<file path="config.mk">
export PLATFORM = sky130hd
export DESIGN_NAME = riscv_multicycle_ctrl
export DESIGN_NICKNAME = d
export VERILOG_FILES = /design/src/rtl/riscv_multicycle_ctrl.sv
export SDC_FILE = /design/constraint.sdc
export NUM_CORES = 1
export LEC_CHECK = 0
export CAP_MARGIN = 20
export CELL_PAD_IN_SITES_DETAIL_PLACEMENT = 1
export CELL_PAD_IN_SITES_GLOBAL_PLACEMENT = 1
export CORE_MARGIN = 2
export CORE_UTILIZATION = 30
export DETAILED_ROUTE_END_ITERATION = 8
export MAX_ROUTING_LAYER = met4
export PLACE_DENSITY = 0.78
export SLEW_MARGIN = 20
export SYNTH_ARGS = -nofsm -noshare
export SYNTH_HDL_FRONTEND = slang
export SYNTH_SLANG_ARGS = --single-unit
</file>
<file path="constraint.sdc">
create_clock -name clk -period 3 [get_ports clk]
set_clock_uncertainty 0.05 [all_clocks]
set_input_delay 0.6 -clock clk [delete_from_list [all_inputs] [get_ports clk]]
set_output_delay 0.6 -clock clk [all_outputs]
set_load 0.05 [all_outputs]
</file>
<file path="src/rtl/riscv_multicycle_ctrl.sv">
// riscv_multicycle_ctrl
// Moore-style controller for a shared-memory multicycle RV32I datapath
// (single ALU, single memory, IR/OldPC/A/B/ALUOut/Data registers).
//
// Ports:
//   clk, reset        clock; asynchronous active-high reset
//   op/func3/func7    instruction fields taken from IR
//   zero, lt          ALU flags used by the BRANCH state
//   pc_write, ir_write, mem_write, reg_write   write strobes (forced 0 in reset)
//   adr_src, alu_src_a, alu_src_b, result_src, alu_ctrl, imm_src   datapath selects
//   state_o           current state encoding (debug)
//   instret           retired-instruction counter (CNT_W bits, wraps)
//   illegal           sticky illegal-opcode flag
//
// Configuration macro: RV_ILLEGAL_TRAP_EN
//   defined   -> unknown opcodes park the FSM in TRAP and set illegal
//   undefined -> unknown opcodes retire as NOPs, illegal tied to 0
module riscv_multicycle_ctrl #(
    parameter int CNT_W = 32
) (
    input  logic             clk,
    input  logic             reset,
    input  logic [6:0]       op,
    input  logic [2:0]       func3,
    input  logic [6:0]       func7,
    input  logic             zero,
    input  logic             lt,
    output logic             pc_write,
    output logic             adr_src,
    output logic             mem_write,
    output logic             ir_write,
    output logic             reg_write,
    output logic [1:0]       alu_src_a,
    output logic [1:0]       alu_src_b,
    output logic [1:0]       result_src,
    output logic [2:0]       alu_ctrl,
    output logic [2:0]       imm_src,
    output logic [3:0]       state_o,
    output logic [CNT_W-1:0] instret,
    output logic             illegal
);

    typedef enum logic [3:0] {
        S_FETCH  = 4'd0,  S_DECODE = 4'd1,  S_MEMADR = 4'd2,  S_MEMRD  = 4'd3,
        S_MEMWB  = 4'd4,  S_MEMWR  = 4'd5,  S_EXEC_R = 4'd6,  S_EXEC_I = 4'd7,
        S_ALUWB  = 4'd8,  S_BRANCH = 4'd9,  S_JAL    = 4'd10, S_JALR   = 4'd11,
        S_LINK   = 4'd12, S_LUI    = 4'd13, S_TRAP   = 4'd14
    } state_t;

    localparam logic [6:0] OP_LOAD  = 7'b0000011;
    localparam logic [6:0] OP_STORE = 7'b0100011;
    localparam logic [6:0] OP_R     = 7'b0110011;
    localparam logic [6:0] OP_I     = 7'b0010011;
    localparam logic [6:0] OP_BR    = 7'b1100011;
    localparam logic [6:0] OP_JAL   = 7'b1101111;
    localparam logic [6:0] OP_JALR  = 7'b1100111;
    localparam logic [6:0] OP_LUI   = 7'b0110111;

    state_t           r_state;
    state_t           w_next;
    logic [CNT_W-1:0] r_instret;

    logic       w_pc_write, w_adr_src, w_mem_write, w_ir_write, w_reg_write;
    logic [1:0] w_alu_src_a, w_alu_src_b, w_result_src;
    logic [2:0] w_alu_ctrl, w_imm_src;

    // State register and retired-instruction counter (a retire is any entry into FETCH)
    always_ff @(posedge clk or posedge reset) begin
        if (reset) begin
            r_state   <= S_FETCH;
            r_instret <= {CNT_W{1'b0}};
        end else begin
            r_state <= w_next;
            if (w_next == S_FETCH) begin
                r_instret <= r_instret + {{(CNT_W-1){1'b0}}, 1'b1};
            end else begin
                r_instret <= r_instret;
            end
        end
    end

    // Next-state decode and per-state datapath controls
    always_comb begin
        w_next       = r_state;
        w_pc_write   = 1'b0;
        w_adr_src    = 1'b0;
        w_mem_write  = 1'b0;
        w_ir_write   = 1'b0;
        w_reg_write  = 1'b0;
        w_alu_src_a  = 2'b00;
        w_alu_src_b  = 2'b00;
        w_result_src = 2'b00;
        w_alu_ctrl   = 3'b000;
        w_imm_src    = 3'b000;
        case (r_state)
            S_FETCH: begin
                w_ir_write   = 1'b1;
                w_alu_src_b  = 2'b10;
                w_result_src = 2'b10;
                w_pc_write   = 1'b1;
                w_next       = S_DECODE;
            end
            S_DECODE: begin
                // ALUOut <= OldPC + imm: branch target, or jump target for JAL
                w_alu_src_a = 2'b01;
                w_alu_src_b = 2'b01;
                w_imm_src   = (op == OP_JAL) ? 3'b011 : 3'b010;
                case (op)
                    OP_LOAD, OP_STORE: w_next = S_MEMADR;
                    OP_R:              w_next = S_EXEC_R;
                    OP_I:              w_next = S_EXEC_I;
                    OP_BR:             w_next = S_BRANCH;
                    OP_JAL:            w_next = S_JAL;
                    OP_JALR:           w_next = S_JALR;
                    OP_LUI:            w_next = S_LUI;
`ifdef RV_ILLEGAL_TRAP_EN
                    default:           w_next = S_TRAP;
`else
                    default:           w_next = S_FETCH;
`endif
                endcase
            end
            S_MEMADR: begin
                w_alu_src_a = 2'b10;
                w_alu_src_b = 2'b01;
                w_imm_src   = (op == OP_STORE) ? 3'b001 : 3'b000;
                w_next      = (op == OP_STORE) ? S_MEMWR : S_MEMRD;
            end
            S_MEMRD: begin
                w_adr_src = 1'b1;
                w_next    = S_MEMWB;
            end
            S_MEMWB: begin
                w_result_src = 2'b01;
                w_reg_write  = 1'b1;
                w_next       = S_FETCH;
            end
            S_MEMWR: begin
                w_adr_src   = 1'b1;
                w_mem_write = 1'b1;
                w_next      = S_FETCH;
            end
            S_EXEC_R: begin
                w_alu_src_a = 2'b10;
                case ({func7, func3})
                    {7'b0100000, 3'b000}: w_alu_ctrl = 3'b001;
                    {7'b0000000, 3'b010}: w_alu_ctrl = 3'b101;
                    {7'b0000000, 3'b110}: w_alu_ctrl = 3'b011;
                    {7'b0000000, 3'b111}: w_alu_ctrl = 3'b010;
                    default:              w_alu_ctrl = 3'b000;
                endcase
                w_next = S_ALUWB;
            end
            S_EXEC_I: begin
                w_alu_src_a = 2'b10;
                w_alu_src_b = 2'b01;
                case (func3)
                    3'b010:  w_alu_ctrl = 3'b101;
                    3'b100:  w_alu_ctrl = 3'b111;
                    3'b110:  w_alu_ctrl = 3'b011;
                    3'b111:  w_alu_ctrl = 3'b010;
                    default: w_alu_ctrl = 3'b000;
                endcase
                w_next = S_ALUWB;
            end
            S_ALUWB: begin
                w_reg_write = 1'b1;
                w_next      = S_FETCH;
            end
            S_BRANCH: begin
                w_alu_src_a = 2'b10;
                w_alu_ctrl  = 3'b001;
                case (func3)
                    3'b000:  w_pc_write = zero;
                    3'b001:  w_pc_write = ~zero;
                    3'b100:  w_pc_write = lt;
                    3'b101:  w_pc_write = ~lt;
                    default: w_pc_write = 1'b0;
                endcase
                w_next = S_FETCH;
            end
            S_JAL: begin
                // PC <= ALUOut (target) while the ALU forms the link value OldPC+4
                w_imm_src   = 3'b011;
                w_pc_write  = 1'b1;
                w_alu_src_a = 2'b01;
                w_alu_src_b = 2'b10;
                w_next      = S_ALUWB;
            end
            S_JALR: begin
                w_alu_src_a  = 2'b10;
                w_alu_src_b  = 2'b01;
                w_result_src = 2'b10;
                w_pc_write   = 1'b1;
                w_next       = S_LINK;
            end
            S_LINK: begin
                w_alu_src_a  = 2'b01;
                w_alu_src_b  = 2'b10;
                w_result_src = 2'b10;
                w_reg_write  = 1'b1;
                w_next       = S_FETCH;
            end
            S_LUI: begin
                w_imm_src    = 3'b100;
                w_result_src = 2'b11;
                w_reg_write  = 1'b1;
                w_next       = S_FETCH;
            end
            S_TRAP: begin
`ifdef RV_ILLEGAL_TRAP_EN
                w_next = S_TRAP;
`else
                w_next = S_FETCH;
`endif
            end
            default: begin
                w_next = S_FETCH;
            end
        endcase
    end

`ifdef RV_ILLEGAL_TRAP_EN
    logic r_illegal;

    // Sticky illegal flag, set on entry into TRAP and cleared only by reset
    always_ff @(posedge clk or posedge reset) begin
        if (reset) begin
            r_illegal <= 1'b0;
        end else if (w_next == S_TRAP) begin
            r_illegal <= 1'b1;
        end else begin
            r_illegal <= r_illegal;
        end
    end

    assign illegal = r_illegal;
`else
    assign illegal = 1'b0;
`endif

    // Reset gates every output combinationally so an aborted state cannot write
    assign pc_write   = w_pc_write  & ~reset;
    assign ir_write   = w_ir_write  & ~reset;
    assign mem_write  = w_mem_write & ~reset;
    assign reg_write  = w_reg_write & ~reset;
    assign adr_src    = w_adr_src   & ~reset;
    assign alu_src_a  = reset ? 2'b00  : w_alu_src_a;
    assign alu_src_b  = reset ? 2'b00  : w_alu_src_b;
    assign result_src = reset ? 2'b00  : w_result_src;
    assign alu_ctrl   = reset ? 3'b000 : w_alu_ctrl;
    assign imm_src    = reset ? 3'b000 : w_imm_src;
    assign state_o    = r_state;
    assign instret    = r_instret;

endmodule

</file>
Word level (Yosys, flattened, before mapping)
Cells that the tools add are included.
Storage, ports and cells
  register bits after elaboration: 36
  logic and storage cells: 78
Operators by class
  add/subtract/negate cells: 1
  equality and inequality tests: 31
  mux-type cells: 23
  bitwise operators: 8
  reduce and logical (&&, ||, !) cells: 13
Operators with widths (number)
  one-hot mux 3 bit (4 select lines): 3
  adder 32 x 1 -> 32 bit, second input constant: 1
  one-hot mux 4 bit (7 select lines): 1
  == test 4 bit, second input constant: 6
  one-hot mux 4 bit (6 select lines): 1
  == test 7 x 6 -> 1 bit, second input constant: 3
  == test 7 bit, second input constant: 3
  == test 10 x 3 -> 1 bit, second input constant: 2
  == test 4 x 3 -> 1 bit, second input constant: 4
  OR reduction 3 bit: 5
  == test 3 bit, second input constant: 4
  == test 10 x 2 -> 1 bit, second input constant: 1
  == test 10 x 9 -> 1 bit, second input constant: 1
  2-to-1 mux 3 bit: 3
  one-hot mux 3 bit (3 select lines): 1
  == test 4 x 2 -> 1 bit, second input constant: 2
  zero test 4 bit: 2
  one-hot mux 2 bit (2 select lines): 2
  OR reduction 4 bit: 2
  == test 7 x 2 -> 1 bit, second input constant: 1
  == test 7 x 5 -> 1 bit, second input constant: 1
  2-to-1 mux 1 bit: 6
  2-to-1 mux 2 bit: 3
  one-hot mux 2 bit (3 select lines): 1
  other kinds (10): 17

Logic depth before layout (Yosys ltp)
Gate-level depths: netlist of run 1.
  depth after elaboration: 5
  mapped depth: 8

Least setup slack after synthesis of run 1
Ideal clock, no wire load.
  path kind: flip-flop to output port
  start point: register r_state[1] (netlist: state_o[1])
  end point: output port alu_ctrl[0]
  data arrival time: 2795 ps
  required time: 2350 ps
  slack: -445 ps
  stages on the path, launching flop included: 6
  buffers on the path: 1
  cell sequence: dfrtp_1 > buf_2 > nor2b_1 > nand4_1 > or4b_1 > a41oi_1
Between the ends
  word-level cells in the longest chain between the ends: 3
  elaborated cells between the ends (all ways): 5
  classes of those cells: eq/ne (3); mux (2)
Ends and longest elaborated chain
  start: declaration: line 59  | state_t r_state;
  start signal: assignment: line 73  | r_state <= w_next;
  == test 4 bit or == test 4 x 3 -> 1 bit (tied branches): line 95  | case (r_state)
  one-hot mux 3 bit (3 select lines) (*): line 95
  2-to-1 mux 3 bit (*): line 251  | assign alu_ctrl = reset ? 3'b000 : w_alu_ctrl;
  end: declaration: line 36  | output logic [2:0] alu_ctrl,
Mark *: on every way between the ends. The rest lies on a longest branch, timed or not.

Final worst setup path of run 1
  start point: input port func7[2]
  end point: output port alu_ctrl[0]
Between the ends
  word-level cells in the longest chain between the ends: 4
  elaborated cells between the ends (all ways): 7
  classes of those cells: eq/ne (4); mux (3)
Ends and longest elaborated chain
  start: declaration: line 25  | input logic [6:0] func7,
  == test 10 x 3 -> 1 bit, or another cell as far along: line 145  | case ({func7, func3})
  one-hot mux 3 bit (4 select lines) (*): line 145
  one-hot mux 3 bit (3 select lines) (*): line 95
  2-to-1 mux 3 bit (*): line 251
Marks and branches as above.

==> results of run 1 <==
-- timing repair --
action,4_1_cts,5_1_grt
buffers inserted,1,0
endpoints found under the setup margin,1,5
pin swaps,4,5
gates resized for setup,4,11
-- cell usage after synthesis, drive strengths merged, types with 2 or more instances --
cell type / instances / share of area, %
nor2: 25 / 4.2
or4: 2 / 0.84
dfrtp: 36 / 40
nor3: 15 / 3.8
a2bb2oi: 2 / 1.1
a31oi: 2 / 0.56
o21ai: 5 / 1.1
nand4: 15 / 4.9
clkbuf: 5 / 0.84
nor3b: 2 / 0.67
nor2b: 7 / 2.0
and3: 4 / 1.1
buf: 7 / 1.8
nor4b: 2 / 1.3
nand2b: 6 / 1.7
inv: 5 / 0.84
a21oi: 12 / 2.7
xor2: 10 / 3.9
nand3: 15 / 3.6
nand2: 25 / 4.2
xnor2: 24 / 9.4
o31ai: 2 / 0.89
nor4: 5 / 2.7
-- registers in the layout (all words and copies together) (netlist names) --
name and cells:
instret 32, state_o 4
-- cell families after synthesis --
kind of cell / after synthesis / share of synthesized area, %
AND/OR/NAND/NOR: 129 / 33.0
flip-flops: 36 / 40.3
XOR/XNOR: 34 / 13.3
AO/OA/AOI/OAI: 28 / 8.11
buffers and inverters: 17 / 3.47
multiplexers: 2 / 1.12
adder cells (fa/ha/maj): 1 / 0.559
other: 1 / 0.168
-- worst register-to-register path, cell delays in order, from the launching register on --
cell and delay, ps:
dfrtp_2 520, or3_1 510, nand3_2 150, nand3_1 110, nor4_1 730, nand4_1 210
xnor2_1 170
-- per-stage QoR --
stage	power, mW	worst slack [ps]	cells
after detailed placement	1.73	-160	427
after global routing	2.14	-16.2	433
final	2.03	29.6	433
after CTS	2.05	11.9	433
after global placement	1.71	-116	427
after floorplan	1.31	-104	248
-- layer usage --
| metal | up-vias | share of wire [%] | track usage (%) |
|---|---|---|---|
| met5 | - | 0 | - |
| met4 | 0 | 0.82 | 3.85 |
| met3 | 4 | 3.4 | 3.01 |
| met2 | 57 | 49 | 29.1 |
| met1 | 1044 | 47 | 21.7 |
| li1 | 1040 | - | - |
-- power breakdown --
part           internal [mW]  switching [mW]  leakage, nW
Sequential             0.543          0.0987        0.480
Combinational          0.429           0.651        0.902
Clock                  0.150           0.159       0.0359
-- worst max path at each step --
stage               start          end  slack, ps  cells after the start
6_report         func7[2]  alu_ctrl[0]         30                      6
5_1_grt          func7[2]  alu_ctrl[0]        -20                      6
3_3_place_gp     func7[1]  alu_ctrl[0]       -120                      6
4_1_cts          func7[1]  alu_ctrl[0]         10                      6
3_5_place_dp     func7[1]  alu_ctrl[0]       -160                      6
2_1_floorplan  state_o[2]  alu_ctrl[0]       -100                      5
-- placed cells by master, fill, tap and decap left out, drive strengths merged, types with 6 or more instances in the layout --
cell	netlist	final
nand2b	6	6
nand2	25	25
buf	7	37
nor3	15	15
xnor2	24	24
nand4	15	15
a21oi	12	12
xor2	10	10
nand3	15	15
nor2	25	25
nor2b	7	7
dfrtp	36	36
clkdlybuf4s50	0	52
-- layout make-up --
type	count	area [um2]
sequential	36	903
timing repair buffer	93	1050
fill	840	3770
multi-input combinational	195	1320
tap	99	124
clock buffer	5	68.8
inverter	5	18.8
==> impl_metrics.toml, run 1 <==
[critical_path]
cp_data_arrival_time_ps = 2320
crit_type = "primary input to primary output"
r2r_slack_ps = 440
crit_family = "simple AND/OR/NAND/NOR gates"
timing.rr.start = "state_o[3]"
slowest_stage = "or4b_4"
slowest_delay_ps = 570
r2r_end = "instret[26]"
required_ps = 2350
reg2reg_depth = 6
critPathLaunchType = "primary input"
crit_path_cell_trace = "clkdlybuf4s50_1 > nor2_2 > nand4_1 > or4b_4 > a41oi_4 > buf_12"
critPathBufInv = 2
critPathMaxFanout = 2
end_kind = "primary output"

[global_routing]
grt_start_max_net_pins = 37
grt_antenna_before_repair = 0
grt_pass1_wl_um = 11300
overflow = 0
first_global_vias = 2299
track_usage_pct = 17.2

[synthesis]
synth_area_mm2 = 0.00224
synthFlopType = "dfrtp_1"
ys_seq_elements = 36
async_flop_share_pct = 100
ys.warnings.count = 0
synth.avg_cell_area_um2 = 9.02
synth_edf_count = 0
syn_nets = 270
yosysSeqAreaShare_pct = 40.3
synth_cells = 248
synth_cell_types = 47

[routing]
drc = 0
num_vias = 2145
drtAntennaViolNets = 0
viasPerCell = 4.95
first_iter_violations = 41
drt_pass1_iterations = 4
wl_um = 6670
wl_per_cell_um = 15.4

[cells_and_area]
final_area_mm2 = 0.00349
drive_gt1_share_pct = 20.4
n_antenna_cell = 0
syn_to_final_growth_pct = 55.8
final_nets = 358
final_core_util_pct = 48.1

[timing]
slew_headroom_pct = 36.4
setup_tns_ps = 0
max_freq_ghz = 0.337
post-route-period-util_pct = 99.0
worstMarginPinSlew_ps = 945
finalMaxSlewViolations = 0
setup_violations = 0
min_period_ps = 2970
final-hold-violation-count = 0
whs_ps = 434

[worst_hold_path]
holdPathEnd = "instret[31]"
whs_path_depth = 1
min-delay-start = "instret[31]"
hp-class = "flip-flop to flip-flop"

[placement]
port_buffers = 73
gp_congestion = 0.834
dpl.hpwl_um = 5020
postPlaceCellArea_mm2 = 0.00337

[clocking]
cts_buffers = 5
clkSinkCount = 36
hold_buffers = 0
clk_pin_slew_ps = 60
ctsRootBufferMaster = "clkbuf_8"
htree_levels = 2
clk_latency_ps = 280
cts_tree = "done"
clock_path_buffers = 2

[floorplan]
fp.dieW_um = 90.4
dieArea_mm2 = 0.00816
fp.dieH_um = 90.4
core_mm2 = 0.00725
num_io_pins = 75
fp-row-count = 31
initial_core_util_pct = 30.8

[power_and_ir_drop]
p_leak_nw = 1.42
p_per_area_mw_per_mm2 = 583
ir_worst_vdd_mv = 0.553

[run]
max_cap_viol_count = 0

[outcome]
outcome = "finished, final reports clean"
(Power assumes the default switching activity.)
==> run 2, diff against run 1 <==
--- a/config.mk
+++ b/config.mk
@@ -5,11 +5,13 @@
 export SDC_FILE = /design/constraint.sdc
 export NUM_CORES = 1
 export LEC_CHECK = 0
+export ABC_AREA = 1
 export CAP_MARGIN = 20
 export CELL_PAD_IN_SITES_DETAIL_PLACEMENT = 1
 export CELL_PAD_IN_SITES_GLOBAL_PLACEMENT = 1
 export CORE_MARGIN = 2
 export CORE_UTILIZATION = 30
+export CTS_CLUSTER_SIZE = 8
 export DETAILED_ROUTE_END_ITERATION = 8
 export MAX_ROUTING_LAYER = met4
 export PLACE_DENSITY = 0.78
==> run 2 against run 1 <==
Critical path depth unchanged. Non-clock buffer count decreased by 18. Routed wire length increased by 48%. Hold slack improved by 56 ps. Sequential power decreased by 7.2%. Critical endpoint is now alu_ctrl[2].
==> impl_metrics.toml, run 2 <==
[cells_and_area]
nFillCells = 1230
final_area_mm2 = 0.00392
final_cells = 667
syn_to_final_growth_pct = 35.3
final_nets = 562
layout_common_cells = "nand2_1 (177), nor2_1 (67), clkdlybuf4s50_1 (56)"
n_antenna_cell = 0
final_common_cell = "nand2_1"
largest_register_ffs = 32
drive_gt1_share_pct = 8.36

[critical_path]
end_kind = "primary output"
crit_path_cell_trace = "clkdlybuf4s50_1 > inv_1 > nor4_2 > nand4_1 > a21oi_1 > buf_12"
r2r_end = "instret[25]"
cp_data_arrival_time_ps = 2210
critPathMaxFanout = 4
timing.rr.start = "state_o[1]"
slowest_delay_ps = 530
required_ps = 2350
cp.depth = 6
r2r_slack_ps = 640
slowest_stage = "clkdlybuf4s50_1"
reg2reg_depth = 8
crit_type = "primary input to primary output"
critPathLaunchType = "primary input"
crit_family = "buffers and inverters"
critPathBufInv = 3

[synthesis]
synth_top_area_share_pct = 31.1
ys_top_cells_by_area = "dfrtp_1 (31%), nand2_1 (23%), nor2_1 (8.8%)"
async_flop_share_pct = 100
synthFlopType = "dfrtp_1"
synth_cells = 470
synth_area_mm2 = 0.00289
synth_edf_count = 0
ys_seq_elements = 36
ys.warnings.count = 0
synth.most_common_cell = "nand2_1"
synth_cell_types = 30
syn_nets = 492
yosys.area.top_type = "dfrtp_1"
synth.avg_cell_area_um2 = 6.16
ys_top_cells_by_count = "nand2_1 (177), nor2_1 (68), inv_1 (43)"
yosysSeqAreaShare_pct = 31.1

[clocking]
cts_buffers = 5
clock_path_buffers = 2
cts_resized = 0
cts_tree = "done"
cts_setup_buffers = 0
clkSinkCount = 36
hold_buffers = 0
htree_levels = 2
clk_latency_ps = 290
clk_pin_slew_ps = 70
ctsRootBufferMaster = "clkbuf_8"

[routing]
drt_pass1_iterations = 4
wl_per_cell_um = 14.8
drc = 0
first_iter_violations = 131
drtAntennaViolNets = 0
viasPerCell = 4.83
num_vias = 3219
wl_um = 9860

[timing]
post-route-period-util_pct = 95.4
worstMarginPinSlew_ps = 799
max_freq_ghz = 0.349
min_period_ps = 2860
setup_violations = 0
whs_ps = 490
finalMaxSlewViolations = 0
rsz0062_at_grt = "no"
final-hold-violation-count = 0
slew_headroom_pct = 46.7

[run]
max_cap_viol_count = 0

[power_and_ir_drop]
p_leak_nw = 1.76
p_per_area_mw_per_mm2 = 506
power.total_mw = 1.98
ir_worst_vdd_mv = 0.416

[global_routing]
first_global_vias = 3312
overflow = 0
grt_start_max_net_pins = 37
track_usage_pct = 19.6
grt_antenna_before_repair = 0
grt_pass1_wl_um = 15900

[floorplan]
fp.dieW_um = 102
fp.dieH_um = 102
initial_core_util_pct = 31.2
fp-row-count = 35
dieArea_mm2 = 0.0104
core_mm2 = 0.00928
num_io_pins = 75

[worst_hold_path]
hp-class = "flip-flop to flip-flop"
whs_path_depth = 2
holdPathEnd = "instret[1]"
min-delay-start = "instret[1]"

[placement]
port_buffers = 73
gp_congestion = 0.916
postPlaceCellArea_mm2 = 0.00382
dp.cells = 660
dpl.hpwl_um = 7430

[outcome]
outcome = "finished, final reports clean"
==> run 2: final cells by class <==
cell class | instances | area [um2] | area share [%]
multi-input combinational | 375 | 1750 | 44.7
tap | 129 | 161 | 4.12
sequential | 36 | 901 | 23.0
timing repair buffer | 75 | 853 | 21.8
inverter | 47 | 180 | 4.60
clock buffer | 5 | 68.8 | 1.76
==> run 2: kinds of logic after synthesis <==
family / Yosys count / share of synthesized area [%]
AO/OA/AOI/OAI: 30 / 6.01
other: 1 / 0.130
buffers and inverters: 61 / 9.38
adder cells (fa/ha/maj): 1 / 0.432
XOR/XNOR: 19 / 5.75
AND/OR/NAND/NOR: 322 / 47.2
flip-flops: 36 / 31.1
==> run 2: where the power goes <==
| group | internal [mW] | switching [mW] |
|---|---|---|
| sequential | 0.529 | 0.0666 |
| combinational | 0.327 | 0.748 |
| clock | 0.150 | 0.162 |
| total | 1.01 | 0.976 |
==> run 2: tightest hold or removal path, stage by stage (launching register included) <==
cell     delay (ps)
dfrtp_1         390
nand2_1          70
nand2_1          50
==> run 2: how the worst max path moves through the flow <==
stage | startpoint | to | slack, ps
floorplan | reset | reg_write | 8
global placement | op[1] | instret[25] | -20
detailed placement | op[1] | instret[20] | -170
CTS | func3[1] | alu_ctrl[0] | 30
global route | func3[1] | alu_ctrl[2] | 3
finish | func3[1] | alu_ctrl[2] | 140
==> run 2: routing by layer <==
layer  vias up  track usage [%]  wire [um]
li1       1620                -          -
met1      1520             24.8       4550
met2        70             33.9       4800
met3         9             2.53        430
met4         0             3.59         74
met5         -                -          0
==> run 2: per-stage QoR <==
step / util [%] / TNS [ps] / setup slack [ps]
6_report: 42.2 / 0 / 137
5_1_grt: 42.2 / 0 / 2.91
4_1_cts: 41.9 / 0 / 34.5
3_5_place_dp: 41.1 / -4700 / -168
3_3_place_gp: 41.1 / -442 / -21.7
2_1_floorplan: - / 0 / 8.05
